[config.mk]
export PLATFORM = sky130hd
export DESIGN_NAME = rgb_timing_pattern_gen
export DESIGN_NICKNAME = d
export VERILOG_FILES = /design/src/rtl/rgb_timing_pattern_gen.sv
export SDC_FILE = /design/constraint.sdc
export NUM_CORES = 1
export LEC_CHECK = 0
export CORE_MARGIN = 2
export CORE_UTILIZATION = 45
export DETAILED_ROUTE_END_ITERATION = 8
export GPL_TIMING_DRIVEN = 0
export SYNTH_ARGS = -nofsm -noshare
export SYNTH_HDL_FRONTEND = slang
export SYNTH_SLANG_ARGS = --single-unit
[constraint.sdc]
create_clock -name I_rgb_clk -period 4.8 [get_ports I_rgb_clk]
set_input_delay 0.72 -clock I_rgb_clk [delete_from_list [all_inputs] [get_ports I_rgb_clk]]
set_output_delay 0.72 -clock I_rgb_clk [all_outputs]
set_load 0.05 [all_outputs]
[src/rtl/rgb_timing_pattern_gen.sv]
// Progressive video timing generator (VS/HS/DE) with a selectable 8-bit-per-channel RGB test pattern.
// Every output comes from one shared register stage that is fed by the counter values.
module rgb_timing_pattern_gen #(
   parameter int unsigned H_ACTIVE = 1280,
   parameter int unsigned H_FP     = 110,
   parameter int unsigned H_SYNC   = 40,
   parameter int unsigned H_BP     = 220,
   parameter int unsigned V_ACTIVE = 720,
   parameter int unsigned V_FP     = 5,
   parameter int unsigned V_SYNC   = 5,
   parameter int unsigned V_BP     = 20,
   parameter bit          HS_POL   = 1'b1,
   parameter bit          VS_POL   = 1'b1
) (
   input  logic       I_rgb_clk,
   input  logic       I_rst,
   input  logic [1:0] I_mode,
   output logic       O_rgb_vs,
   output logic       O_rgb_hs,
   output logic       O_rgb_de,
   output logic [7:0] O_rgb_r,
   output logic [7:0] O_rgb_g,
   output logic [7:0] O_rgb_b,
   output logic       O_frame_start
);
   localparam int unsigned H_W     = 12;
   localparam int unsigned V_W     = 11;
   localparam int unsigned H_TOTAL = H_ACTIVE + H_FP + H_SYNC + H_BP;
   localparam int unsigned V_TOTAL = V_ACTIVE + V_FP + V_SYNC + V_BP;
   localparam int unsigned BAR_W   = H_ACTIVE / 8;
   localparam int unsigned BAR_CW  = (BAR_W > 1) ? $clog2(BAR_W) : 1;

   localparam logic [H_W-1:0]    H_LAST     = H_W'(H_TOTAL - 1);
   localparam logic [H_W-1:0]    H_ACT      = H_W'(H_ACTIVE);
   localparam logic [H_W-1:0]    H_ACT_LAST = H_W'(H_ACTIVE - 1);
   localparam logic [H_W-1:0]    HS_FIRST   = H_W'(H_ACTIVE + H_FP);
   localparam logic [H_W-1:0]    HS_LAST    = H_W'(H_ACTIVE + H_FP + H_SYNC - 1);
   localparam logic [V_W-1:0]    V_LAST     = V_W'(V_TOTAL - 1);
   localparam logic [V_W-1:0]    V_ACT      = V_W'(V_ACTIVE);
   localparam logic [V_W-1:0]    V_ACT_LAST = V_W'(V_ACTIVE - 1);
   localparam logic [V_W-1:0]    VS_FIRST   = V_W'(V_ACTIVE + V_FP);
   localparam logic [V_W-1:0]    VS_LAST    = V_W'(V_ACTIVE + V_FP + V_SYNC - 1);
   localparam logic [BAR_CW-1:0] BAR_LAST   = BAR_CW'(BAR_W - 1);

   logic [H_W-1:0]    h_cnt_q, h_cnt_d;
   logic [V_W-1:0]    v_cnt_q, v_cnt_d;
   logic [7:0]        frame_cnt_q, frame_cnt_d;
   logic [1:0]        mode_q, mode_d;
   logic              run_q, run_d;
   logic [BAR_CW-1:0] bar_px_q, bar_px_d;
   logic [2:0]        bar_idx_q, bar_idx_d;
   logic              de_q, de_d;
   logic              hs_q, hs_d;
   logic              vs_q, vs_d;
   logic              fs_q, fs_d;
   logic [23:0]       rgb_q, rgb_d;

   logic              at_origin;
   logic              active;
   logic [1:0]        mode_eff;
   logic [23:0]       bar_rgb;
   logic              grid_on;

   // Counters, mode latch and region/pattern decode
   always_comb begin
      h_cnt_d     = h_cnt_q;
      v_cnt_d     = v_cnt_q;
      frame_cnt_d = frame_cnt_q;
      mode_d      = mode_q;
      run_d       = 1'b1;
      bar_px_d    = bar_px_q;
      bar_idx_d   = bar_idx_q;
      de_d        = 1'b0;
      hs_d        = ~HS_POL;
      vs_d        = ~VS_POL;
      fs_d        = 1'b0;
      rgb_d       = 24'h000000;

      at_origin = (h_cnt_q == '0) && (v_cnt_q == '0);
      active    = (h_cnt_q < H_ACT) && (v_cnt_q < V_ACT);
      // The first pixel of a frame already uses the freshly sampled mode.
      mode_eff  = at_origin ? I_mode : mode_q;
      grid_on   = (h_cnt_q[4:0] == 5'd0) || (v_cnt_q[4:0] == 5'd0) ||
                  (h_cnt_q == H_ACT_LAST) || (v_cnt_q == V_ACT_LAST);

      case (bar_idx_q)
         3'd0:    bar_rgb = 24'hFFFFFF;
         3'd1:    bar_rgb = 24'hFFFF00;
         3'd2:    bar_rgb = 24'h00FFFF;
         3'd3:    bar_rgb = 24'h00FF00;
         3'd4:    bar_rgb = 24'hFF00FF;
         3'd5:    bar_rgb = 24'hFF0000;
         3'd6:    bar_rgb = 24'h0000FF;
         default: bar_rgb = 24'h000000;
      endcase

      if (at_origin) begin
         mode_d = I_mode;
      end

      // After reset the counters hold at (0,0) for one cycle before running.
      if (run_q) begin
         if (h_cnt_q == H_LAST) begin
            h_cnt_d   = '0;
            bar_px_d  = '0;
            bar_idx_d = '0;
            if (v_cnt_q == V_LAST) begin
               v_cnt_d     = '0;
               frame_cnt_d = frame_cnt_q + 8'd1;
            end else begin
               v_cnt_d = v_cnt_q + V_W'(1);
            end
         end else begin
            h_cnt_d = h_cnt_q + H_W'(1);
            if (h_cnt_q < H_ACT) begin
               if (bar_px_q == BAR_LAST) begin
                  bar_px_d  = '0;
                  bar_idx_d = bar_idx_q + 3'd1;
               end else begin
                  bar_px_d = bar_px_q + BAR_CW'(1);
               end
            end
         end

         de_d = active;
         hs_d = ((h_cnt_q >= HS_FIRST) && (h_cnt_q <= HS_LAST)) ? HS_POL : ~HS_POL;
         vs_d = ((v_cnt_q >= VS_FIRST) && (v_cnt_q <= VS_LAST)) ? VS_POL : ~VS_POL;
         fs_d = at_origin;

         if (active) begin
            case (mode_eff)
               2'd0:    rgb_d = bar_rgb;
               2'd1:    rgb_d = grid_on ? 24'hFFFFFF : 24'h000000;
               2'd2:    rgb_d = {h_cnt_q[7:0], v_cnt_q[7:0], frame_cnt_q};
               default: rgb_d = 24'h808080;
            endcase
         end
      end
   end

   always_ff @(posedge I_rgb_clk) begin
      if (I_rst) begin
         h_cnt_q     <= '0;
         v_cnt_q     <= '0;
         frame_cnt_q <= 8'd0;
         mode_q      <= 2'd0;
         run_q       <= 1'b0;
         bar_px_q    <= '0;
         bar_idx_q   <= 3'd0;
         de_q        <= 1'b0;
         hs_q        <= ~HS_POL;
         vs_q        <= ~VS_POL;
         fs_q        <= 1'b0;
         rgb_q       <= 24'h000000;
      end else begin
         h_cnt_q     <= h_cnt_d;
         v_cnt_q     <= v_cnt_d;
         frame_cnt_q <= frame_cnt_d;
         mode_q      <= mode_d;
         run_q       <= run_d;
         bar_px_q    <= bar_px_d;
         bar_idx_q   <= bar_idx_d;
         de_q        <= de_d;
         hs_q        <= hs_d;
         vs_q        <= vs_d;
         fs_q        <= fs_d;
         rgb_q       <= rgb_d;
      end
   end

   assign O_rgb_vs      = vs_q;
   assign O_rgb_hs      = hs_q;
   assign O_rgb_de      = de_q;
   assign O_rgb_r       = rgb_q[23:16];
   assign O_rgb_g       = rgb_q[15:8];
   assign O_rgb_b       = rgb_q[7:0];
   assign O_frame_start = fs_q;

endmodule

# [Word-level counts from Yosys, hierarchy flattened]
# Cells that the tools add are included.
[totals] regBits=73 latchBits=0 ram_bits=0 romBits=0 in_bits=4 output_inout_bits=28 word_cells=74 n_memories=0
[op_classes] addsub=5 n_mul=0 div_mod_pow=0 n_lt_le_gt_ge=6 eq_ne=13 n_shift=0 mux=15 n_bitwise=2 reduce_logical=21
[op_table] cell="case mux 24 bit (7 select lines)" count=1
[op_table] cell="case mux 24 bit (3 select lines)" count=1
[op_table] cell="== test 12 x 11 -> 1 bit (second input constant)" count=2
[op_table] cell="two-way mux 24 bit" count=1
[op_table] cell="two-way mux 8 bit" count=3
[op_table] cell="== test 11 x 10 -> 1 bit (second input constant)" count=2
[op_table] cell="adder 8 x 1 -> 8 bit (second input constant)" count=2
[op_table] cell="adder 12 x 1 -> 12 bit (second input constant)" count=1
[op_table] cell="greater-or-equal comparator 12 x 11 -> 1 bit (second input constant)" count=1
[op_table] cell="<= comparator 12 x 11 -> 1 bit (second input constant)" count=1
[op_table] cell="zero test 12 bit" count=1
[op_table] cell="< comparator 12 x 11 -> 1 bit (second input constant)" count=1
[op_table] cell="two-way mux 12 bit" count=1
[op_table] cell="adder 11 x 1 -> 11 bit (second input constant)" count=1
[op_table] cell="greater-or-equal comparator 11 x 10 -> 1 bit (second input constant)" count=1
[op_table] cell="<= comparator 11 x 10 -> 1 bit (second input constant)" count=1
[op_table] cell="zero test 11 bit" count=1
[op_table] cell="< comparator 11 x 10 -> 1 bit (second input constant)" count=1
[op_table] cell="two-way mux 11 bit" count=1
[op_table] cell="zero test 5 bit" count=2
[op_table] cell="== test 3 bit (second input constant)" count=3
[op_table] cell="two-way mux 3 bit" count=3
[op_table] cell="== test 8 bit (second input constant)" count=1
[op_table] cell="== test 3 x 2 -> 1 bit (second input constant)" count=2
[op_table] cell="16 further kinds" count=27

# [Longest topological paths before layout]
# Gate-level depths: netlist of run 1.
[depth] word_depth=6 ltp_mapped=11 mapped_depth_nobuf=8

# [Least setup slack after synthesis of run 1]
# Ideal clock, no wire load.
[synth_path] path_kind="reg-to-reg" start="reg v_cnt_q[0]" end="reg rgb_q[8]" setup_time_ns=0.066 arrival_ns=1.982 required_ns=4.734 path_slack_ns=2.752 path_stages_with_launch=12 path_buffers=3 synth_period_minus_slack_ns=2.048 path_cell_list="dfxtp_1 > clkbuf_1 > inv_1 > ha_1 > nor4b_4 > nand2_2 > nor3_4 > buf_6 > nor2_1 > a311o_1 > buf_6 > a21oi_2"
[synth_between] elab_chain_len=6 word_cells_on_any_way=17 classes_between="order compare: 1; eq/ne: 3; mux: 3; bitwise: 1; reduce/logical: 9"
[synth_rtl] element="start, declared" line="46" text="logic [V_W-1:0] v_cnt_q, v_cnt_d;"
[synth_rtl] element="start signal, assigned" line="157" text="v_cnt_q <= v_cnt_d;"
[synth_rtl] element="parallel branches: the longest is 6 deep, another holds < comparator 11 x 10 -> 1 bit"
[synth_rtl] element="end signal, assigned" line="167" text="rgb_q <= rgb_d;"
[synth_rtl] element="end, declared" line="56" text="logic [23:0] rgb_q, rgb_d;"
# Several ways; the timed one is not identified.
# A chain may end at the register's enable or synchronous reset.

# [Worst setup path after layout of run 1]
[layout_path] start="reg v_cnt_q[1]" end="reg rgb_q[22]"
# Same word-level chain as after synthesis.

==> results of run 1 <==
-- state kept, by name, summed over array words and instances, names as in the netlist --
name / count
run_q: 1
bar_px_q: 8
frame_cnt_q: 8
O_frame_start: 1
O_rgb_hs: 1
v_cnt_q: 11
O_rgb_vs: 1
O_rgb_de: 1
mode_q: 2
rgb_q: 24
h_cnt_q: 12
bar_idx_q: 3
-- area by class of cell --
class	count	area share [%]
Inverter	15	1.37
Clock buffer	12	3.77
Timing Repair Buffer	30	7.29
Sequential cell	73	35.5
Buffer	17	2.40
Clock inverter	3	0.972
Tap cell	102	3.10
Multi-Input combinational cell	287	45.6
-- routing by layer --
layer / GRT usage [%] / share of wire, % / vias to the layer above
li1: - / - / 1428
met1: 25.3 / 50 / 1287
met2: 29.4 / 44 / 66
met3: 3.78 / 3.7 / 17
met4: 8.08 / 2.2 / 0
met5: 0 / 0 / -
-- worst min-delay path: cells and delay by family, from the launching register on --
family | cells | cell delay [ns]
DFF | 1 | 0.33
and+or+nand+nor | 1 | 0.08
AOI/OAI and AO/OA | 1 | 0.05
-- path summary, 6_finish.rpt --
path / slack, ns / endpoint / start
worst max register to register: 2.40 / rgb_q[22] / v_cnt_q[1]
worst min register to register: 0.50 / rgb_q[6] / frame_cnt_q[6]
worst max-delay path: 2.40 / rgb_q[22] / v_cnt_q[1]
worst min-delay path: 0.50 / rgb_q[6] / frame_cnt_q[6]
-- cells by family (layout without fill, tap and decap cells) --
group | after synthesis | after routing | synth area share (%)
AND/OR/NAND/NOR | 179 | 179 | 27.0
flip-flops | 73 | 73 | 41.8
AO/OA/AOI/OAI | 56 | 56 | 11.9
XOR/XNOR | 32 | 32 | 8.02
buffers and inverters | 32 | 77 | 4.44
adder cells (fa/ha/maj) | 14 | 14 | 5.01
multiplexers | 6 | 6 | 1.83
-- power breakdown --
part / switching, uW / internal (uW) / total (uW)
clock: 215 / 264 / 479
combinational: 129 / 64.3 / 194
sequential: 10.9 / 627 / 638
total: 355 / 955 / 1310
-- layout by cell type (no fill, tap or decap), types with 3 or more instances in the layout --
| cell type | Yosys | final |
|---|---|---|
| nor2b_1 | 3 | 3 |
| o21ai_1 | 3 | 3 |
| mux2i_1 | 3 | 3 |
| clkbuf_8 | 0 | 11 |
| inv_1 | 14 | 14 |
| nand2_1 | 41 | 41 |
| xnor2_1 | 7 | 7 |
| xor2_1 | 25 | 25 |
| a21oi_1 | 9 | 9 |
| o21ai_0 | 6 | 6 |
| buf_2 | 7 | 7 |
| nand4_1 | 18 | 18 |
| nand3_1 | 9 | 9 |
| o22ai_1 | 3 | 3 |
| and3_1 | 13 | 13 |
| nor3_1 | 11 | 11 |
| a21oi_2 | 20 | 20 |
| ha_1 | 14 | 14 |
| clkbuf_1 | 6 | 7 |
| a21o_1 | 4 | 4 |
| buf_6 | 3 | 3 |
| dfxtp_1 | 73 | 73 |
| nor2_1 | 57 | 57 |
| clkdlybuf4s50_1 | 0 | 30 |
| nor4_1 | 3 | 3 |
-- per-stage QoR --
stage               util, %  hold WS, ns  instances  power [uW]  worst slack (ns)
floorplan                 -        0.454        392         789              2.75
global placement       51.6        0.476        524         846              2.30
detailed placement     51.6        0.489        524         847              2.28
CTS                    54.1        0.499        539        1320              2.39
global route           54.1        0.522        539        1360              2.23
finish                 54.1        0.496        539        1310              2.40
-- cells in the mapped netlist, types with 3 or more instances --
master,number
and3_1,13
nor3_1,11
mux2i_1,3
inv_1,14
clkbuf_1,6
a21o_1,4
xnor2_1,7
nor2b_1,3
nor4_1,3
buf_2,7
nand4_1,18
xor2_1,25
nand2_1,41
buf_6,3
dfxtp_1,73
o21ai_1,3
a21oi_2,20
o21ai_0,6
o22ai_1,3
nand3_1,9
nor2_1,57
a21oi_1,9
ha_1,14
==> run_results.csv, run 1 <==
group,metric,value,unit
critical_path,path_common_cell,"buf_6",
critical_path,critPathSlowestCell,"a311o_1",
hold_path,hold_depth,2,
critical_path,critPathMaxFanout,10,
power,power_density,318,nW/um2
critical_path,crit_path_end_kind,"register",
drt,ant_nets,0,
critical_path,crit_family,"buffers and inverters",
floorplanning,core-area,7610,um2
critical_path,critical_path_class,"reg -> reg",
layout,multiInputGateArea,1880,um2
drt,vias,2798,
layout,drive_above_1_share,12.8,%
floorplanning,rows,32,
power,peakVddDrop,0.000147,V
timing,skew,0.00935,ns
layout,antenna_cells,0,
drt,dr.pass1.iters,4,
floorplanning,ioPinCount,32,
cts,h-tree-depth,3,
yosys,synth_top_area_share,41.8,%
yosys,ys_async_sr_fraction,0,%
timing,rsz0062_at_grt,"no",
grt,grtUsageTotal,18.8,%
yosys,ys_warn_count,0,
drt,drt-vias-per-instance,5.19,
layout,fill_cells,720,
yosys,avgSynthCellArea,8.92,um2
critical_path,path_cells,"clkbuf_1, inv_1, ha_1, nor4b_4, nand2_2, nor3_4, buf_6, nor2_1, a311o_1, buf_6, a21oi_2",
drt,first_iter_violations,125,
floorplanning,initial_utilization,46.0,%
critical_path,critical_path_arrival,2.68,ns
placed_design,io_buffers,30,
placed_design,place.gp.congestion,0.795,
yosys,synth-edff-count,0,
layout,final_nets,451,
cts,clk_pin_slew,0.07,ns
layout,final_cell_area,4120,um2
yosys,ys.flop_type,"dfxtp_1",
cts,cts_buffer_depth,2,
hold_path,hp-class,"reg -> reg",
drt,wirelength,7440,um
timing,hold_viol,0,
yosys,syn_area,3500,um2
timing,max_slew_margin,52.1,%
critical_path,critPathRequiredTime,5.08,ns
grt,grt_pass1_vias,2604,
critical_path,worst-r2r-cell-count,11,
timing,fmax,0.416,GHz
cts,post_cts_buffers,0,
grt,grt_pass1_wl,12800,um
placed_design,place_hpwl,5320,um
cts,cts_tree,"built",
critical_path,path_buf_inv,4,
power,power_leakage,0.00164,uW
yosys,synth-seq-cells,73,
yosys,yosys.area.top_type,"dfxtp_1",
floorplanning,die_w,92.1,um
floorplanning,dieArea,8490,um2
layout,area_delta_synth_final,17.8,%
yosys,syn-num-nets,410,
cts,ctsHoldBuffers,0,
grt,grt_max_degree,12,
critical_path,slowest_delay,0.37,ns
yosys,ys_top_cells_by_area,"dfxtp_1 42%, xor2_1 6.3%, nor2_1 6.1%",
drt,drc,0,
layout,area.sequential,1460,um2
grt,grt-ovfl-total,0,
cts,root_buffer,"clkbuf_8",
yosys,netlist-cell-type-count,51,
placed_design,placed_area,3920,um2
timing,setup_tns,0,ns
critical_path,worst-path-stages,11,
outcome,outcome,"finished, final reports clean",
run,max_cap_violations,0,
timing,tightest_slew,0.713,ns
timing,finalSetupViolCount,0,
floorplanning,die_y,92.1,um
yosys,synthCells,392,
cts,ctsResizeCount,0,
critical_path,start_kind,"register",
yosys,seq_area_frac_synth,41.8,%
cts,cts_buffers,9,
timing,timing.final.crit_share,50.1,%
timing,fin_crit,2.40,ns
cts,clock_sinks,73,
grt,antenna_found_initial,0,
cts,clk_latency,0.35,ns
drt,routedWlPerCell,13.8,um
timing,slew_violations,0,
Note: power is estimated with default switching activity, not from simulation.
==> run 2, diff against run 1 <==
- clock period: 4.8 -> 2.3 ns (I/O delays scaled with it)
==> run_results.csv, run 2 (synthesis results as in run 1) <==
group,metric,value,unit
layout,reg_top3,"rgb_q x24, h_cnt_q x12, v_cnt_q x11",
layout,antenna_cells,0,
grt,grt_util_met2,29.4,%
grt,grt_pass1_vias,2600,
drt,first_iter_violations,156,
cts,cts_buffers,9,
layout,largest_reg_flops,24,
timing,hold_slack,0.456,ns
run,max_cap_violations,0,
drt,drt-vias-per-instance,5.24,
power,peakVddDrop,0.000310,V
layout,mostFrequentLayoutCell,"dfxtp_1",
layout,final_nets,459,
critical_path,critical_path_arrival,2.49,ns
drt,ant_nets,0,
critical_path,worstReg2RegEnd,"rgb_q[22]",
floorplanning,dieArea,8490,um2
critical_path,ff2ff_setup_slack,0.1,ns
timing,fmax,0.454,GHz
grt,grtUsageTotal,18.8,%
floorplanning,rows,32,
drt,routedWlPerCell,14.2,um
layout,top_register,"rgb_q",
drt,vias,2865,
cts,cts_buffer_depth,2,
placed_design,place.gp.congestion,0.795,
grt,grt_max_degree,12,
timing,fin_ws,0.0987,ns
floorplanning,core-area,7610,um2
timing,finalSetupViolCount,0,
placed_design,place_hpwl,5320,um
critical_path,start_kind,"register",
layout,drive_above_1_share,18.4,%
critical_path,critical_path_class,"reg -> reg",
floorplanning,ioPinCount,32,
hold_path,hold_depth,2,
grt,met3_usage,3.78,%
layout,fin_util,56.0,%
floorplanning,die_w,92.1,um
placed_design,io_buffers,30,
timing,tightest_slew,0.718,ns
grt,antenna_found_initial,0,
critical_path,slowest_delay,0.39,ns
cts,cts_tree,"built",
drt,drc,0,
grt,grt_pass1_wl,12800,um
floorplanning,initial_utilization,46.0,%
cts,ctsHoldBuffers,0,
timing,setup_tns,0,ns
timing,skew,0.0104,ns
cts,clk_latency,0.35,ns
critical_path,critPathMaxFanout,8,
grt,grt_util_met1,25.3,%
hold_path,hp-class,"in -> reg",
drt,wirelength,7750,um
layout,final_cell_mix,"69 x dfxtp_1, 56 x nor2_1, 41 x nand2_1",
critical_path,path_common_cell,"buf_6",
outcome,outcome,"finished, final reports clean",
critical_path,r2r_start,"v_cnt_q[1]",
critical_path,crit_path_end_kind,"register",
timing,timing.final.crit_share,95.7,%
timing,fin_crit,2.20,ns
power,power_density,651,nW/um2
cts,h-tree-depth,3,
timing,slew_violations,0,
critical_path,critPathRequiredTime,2.59,ns
layout,fill_cells,707,
layout,area_delta_synth_final,21.8,%
power,power_leakage,0.00170,uW
grt,busiest_layer,"met2",
critical_path,critPathSlowestCell,"a311o_2",
grt,grt-ovfl-total,0,
drt,dr.pass1.iters,4,
timing,hold_viol,0,
cts,clk_pin_slew,0.07,ns
cts,clock_sinks,73,
placed_design,dpl_worst_slack,-0.102,ns
timing,rsz0062_at_grt,"no",
hold_path,min-delay-start,"I_rst",
hold_path,whs_endpoint,"h_cnt_q[1]",
floorplanning,die_y,92.1,um
critical_path,worst-r2r-cell-count,11,
critical_path,path_cells,"buf_6, inv_4, ha_4, nor4b_4, nand2_2, nor3_4, buf_6, nor2_2, a311o_2, buf_8, a21oi_4",
timing,max_slew_margin,51.8,%
cts,root_buffer,"clkbuf_8",
[run 2: cell type report]
type | count | area (um2) | share of cell area [%]
multi-input cells | 287 | 1930 | 45.2
repair buffers | 39 | 372 | 8.73
clock buffers | 12 | 155 | 3.64
plain buffers | 16 | 106 | 2.50
clock inverters | 3 | 40.0 | 0.941
flip-flops and latches | 73 | 1470 | 34.6
inverters | 15 | 58.8 | 1.38
well taps | 102 | 128 | 3.00
[run 2: where the power goes]
group	total (uW)	internal, uW	switching [uW]
clock	1000	551	452
combinational	435	154	281
sequential	1330	1310	23.6
total	2770	2010	757
[run 2: worst max path at each step]
stage                    start         to  slack [ns]
global route        v_cnt_q[1]  rgb_q[22]       0.003
global placement    v_cnt_q[1]  rgb_q[22]       -0.09
CTS                 v_cnt_q[5]  rgb_q[22]        0.02
floorplan           v_cnt_q[0]   rgb_q[8]        0.25
finish              v_cnt_q[1]  rgb_q[22]         0.1
detailed placement  v_cnt_q[1]  rgb_q[17]       -0.10
[run 2: through the flow]
step,total power (uW),instances,area [um2]
floorplan,1650,392,3500
global placement,1770,524,3920
detailed placement,1770,524,3920
CTS,2760,538,4120
global route,2870,547,4260
finish,2770,547,4260
[run 2: what timing repair did]
action | CTS | global route
gates resized for setup | 1 | 32
endpoints found under the setup margin | 22 | 29
pin swaps | 1 | 4
buffers inserted | 0 | 7
gates cloned | 0 | 2
[run 2: worst max-delay path: cells and delay by family (launching register included)]
family | cells | cell delay, ns
AND/OR/NAND/NOR | 4 | 0.67
AO/OA/AOI/OAI | 2 | 0.51
flip-flops | 1 | 0.33
adder cells (fa/ha/maj) | 1 | 0.11
buffers and inverters | 4 | 0.53
[run 2: routing by layer]
layer	vias up	part of all wire (%)
met5	-	0
met4	0	1.9
met3	14	3.8
met2	58	45
met1	1345	50
li1	1448	-
==> run 3, diff against run 2 <==
- clock period: 2.3 -> 2.19 ns (I/O delays scaled with it)
==> run_results.csv, run 3 (synthesis results as in run 1) <==
group,metric,value,unit
cts,clk_latency,0.35,ns
placed_design,placed_area,3920,um2
critical_path,critPathRequiredTime,2.48,ns
timing,finalSetupViolCount,1,
floorplanning,die_w,92.1,um
placed_design,io_buffers,30,
run,max_cap_violations,0,
layout,area.sequential,1470,um2
layout,fill_cells,689,
timing,fin_crit,2.20,ns
floorplanning,initial_utilization,46.0,%
layout,final_cell_mix,"69 x dfxtp_1, 56 x nor2_1, 41 x nand2_1",
cts,root_buffer,"clkbuf_8",
layout,multiInputGateArea,1920,um2
drt,routedWlPerCell,14.1,um
floorplanning,die_y,92.1,um
timing,fmax,0.455,GHz
floorplanning,ioPinCount,32,
outcome,outcome,"finished with violations",
grt,grt_pass1_wl,12900,um
layout,largest_reg_flops,24,
critical_path,critical_path_class,"reg -> reg",
drt,vias,2867,
hold_path,hp-class,"in -> reg",
layout,antenna_cells,0,
grt,grtUsageTotal,19.1,%
critical_path,path_cells,"buf_8, clkinv_4, ha_4, nor4b_4, nand2_2, nor3_4, buf_6, nor2_2, a311o_2, buf_6, a21oi_4",
floorplanning,rows,32,
cts,clock_sinks,73,
floorplanning,core-area,7610,um2
grt,grt_max_degree,12,
drt,ant_nets,0,
critical_path,start_kind,"register",
power,peakVddDrop,0.000323,V
power,power_leakage,0.00176,uW
outcome,violations,"negative setup slack",
critical_path,critPathSlowestCell,"a311o_2",
power,power_density,675,nW/um2
cts,cts_buffer_depth,2,
layout,top_register,"rgb_q",
timing,slew_violations,0,
grt,grt_pass1_vias,2621,
layout,area_delta_synth_final,24.9,%
critical_path,critPathMaxFanout,5,
cts,cts_buffers,9,
power,p_total,2950,uW
drt,dr.pass1.iters,4,
timing,skew,0.0102,ns
cts,cts_tree,"built",
timing,rsz0062_at_grt,"yes",
timing,timing.final.crit_share,100,%
drt,wirelength,7830,um
critical_path,slowest_delay,0.44,ns
layout,mostFrequentLayoutCell,"dfxtp_1",
drt,drt-vias-per-instance,5.18,
placed_design,place_hpwl,5320,um
drt,drc,0,
cts,h-tree-depth,3,
floorplanning,dieArea,8490,um2
cts,clk_pin_slew,0.07,ns
timing,tightest_slew,0.714,ns
layout,reg_top3,"rgb_q x24, h_cnt_q x12, v_cnt_q x11",
timing,hold_viol,0,
timing,max_slew_margin,52.1,%
layout,final_nets,466,
drt,first_iter_violations,121,
placed_design,place.gp.congestion,0.795,
critical_path,path_common_cell,"buf_6",
layout,final_cell_area,4370,um2
layout,drive_above_1_share,19.7,%
critical_path,crit_path_end_kind,"register",
grt,antenna_found_initial,0,
timing,fin_ws,-0.00802,ns
grt,grt-ovfl-total,0,
critical_path,critical_path_arrival,2.48,ns
-- run 3: cell types whose count changed in the layout (fill, tap and decap cells not counted), sizes merged --
cell,change
clkinv,+1
inv,-1
buf,+7
-- run 3: worst paths after layout --
| path | from | end | slack (ns) | cells after the start |
|---|---|---|---|---|
| worst max-delay path | v_cnt_q[1] | rgb_q[22] | -0.008 | 11 |
| worst min-delay path | I_rst | h_cnt_q[1] | 0.44 | 2 |
| worst max register to register | v_cnt_q[1] | rgb_q[22] | -0.008 | 11 |
| worst min register to register | frame_cnt_q[6] | rgb_q[6] | 0.50 | 2 |
-- run 3: report_power, final --
group / switching, uW / internal (uW)
clock: 472 / 579
combinational: 306 / 195
sequential: 22.9 / 1370
-- run 3: per-layer routing --
metal	routed length [um]	vias to the layer above	GRT usage [%]	share of wire (%)
li1	-	1465	-	-
met3	223	17	3.78	2.8
met1	3940	1337	26.0	50
met2	3510	48	29.5	45
met4	162	0	8.08	2.1
met5	0	-	0	0
-- run 3: final cells by class --
type	count	share of cell area, %
plain buffers	15	2.49
clock buffers	12	3.55
clock inverters	3	0.917
inverters	15	1.40
multi-input cells	287	44.1
flip-flops and latches	73	33.8
well taps	102	2.92
repair buffers	47	10.9
-- run 3: what timing repair did --
item | CTS | global route
setup endpoints to repair | 26 | 43
hold buffers | 0 | 0
gates resized for setup | 10 | 25
pin swaps | 3 | 5
cloned | 1 | 1
setup buffers | 3 | 12
-- run 3: metrics by stage --
stage	setup slack [ns]	setup TNS [ns]	hold slack (ns)	utilization, %	cells
6_report	-0.00802	-0.00802	0.436	57.4	554
5_1_grt	-0.0976	-1.75	0.442	57.4	554
2_1_floorplan	0.142	0	0.454	-	392
3_5_place_dp	-0.212	-3.82	0.489	51.6	524
4_1_cts	-0.00719	-0.00719	0.430	55.1	542
3_3_place_gp	-0.197	-3.51	0.476	51.6	524
-- run 3: worst max-delay path, delay by kind of cell, from the launching register on --
family	cells	cell delay, ns
buffers and inverters	4	0.49
and+or+nand+nor	4	0.63
DFF	1	0.33
adders and majority gates	1	0.11
AOI/OAI and AO/OA	2	0.56
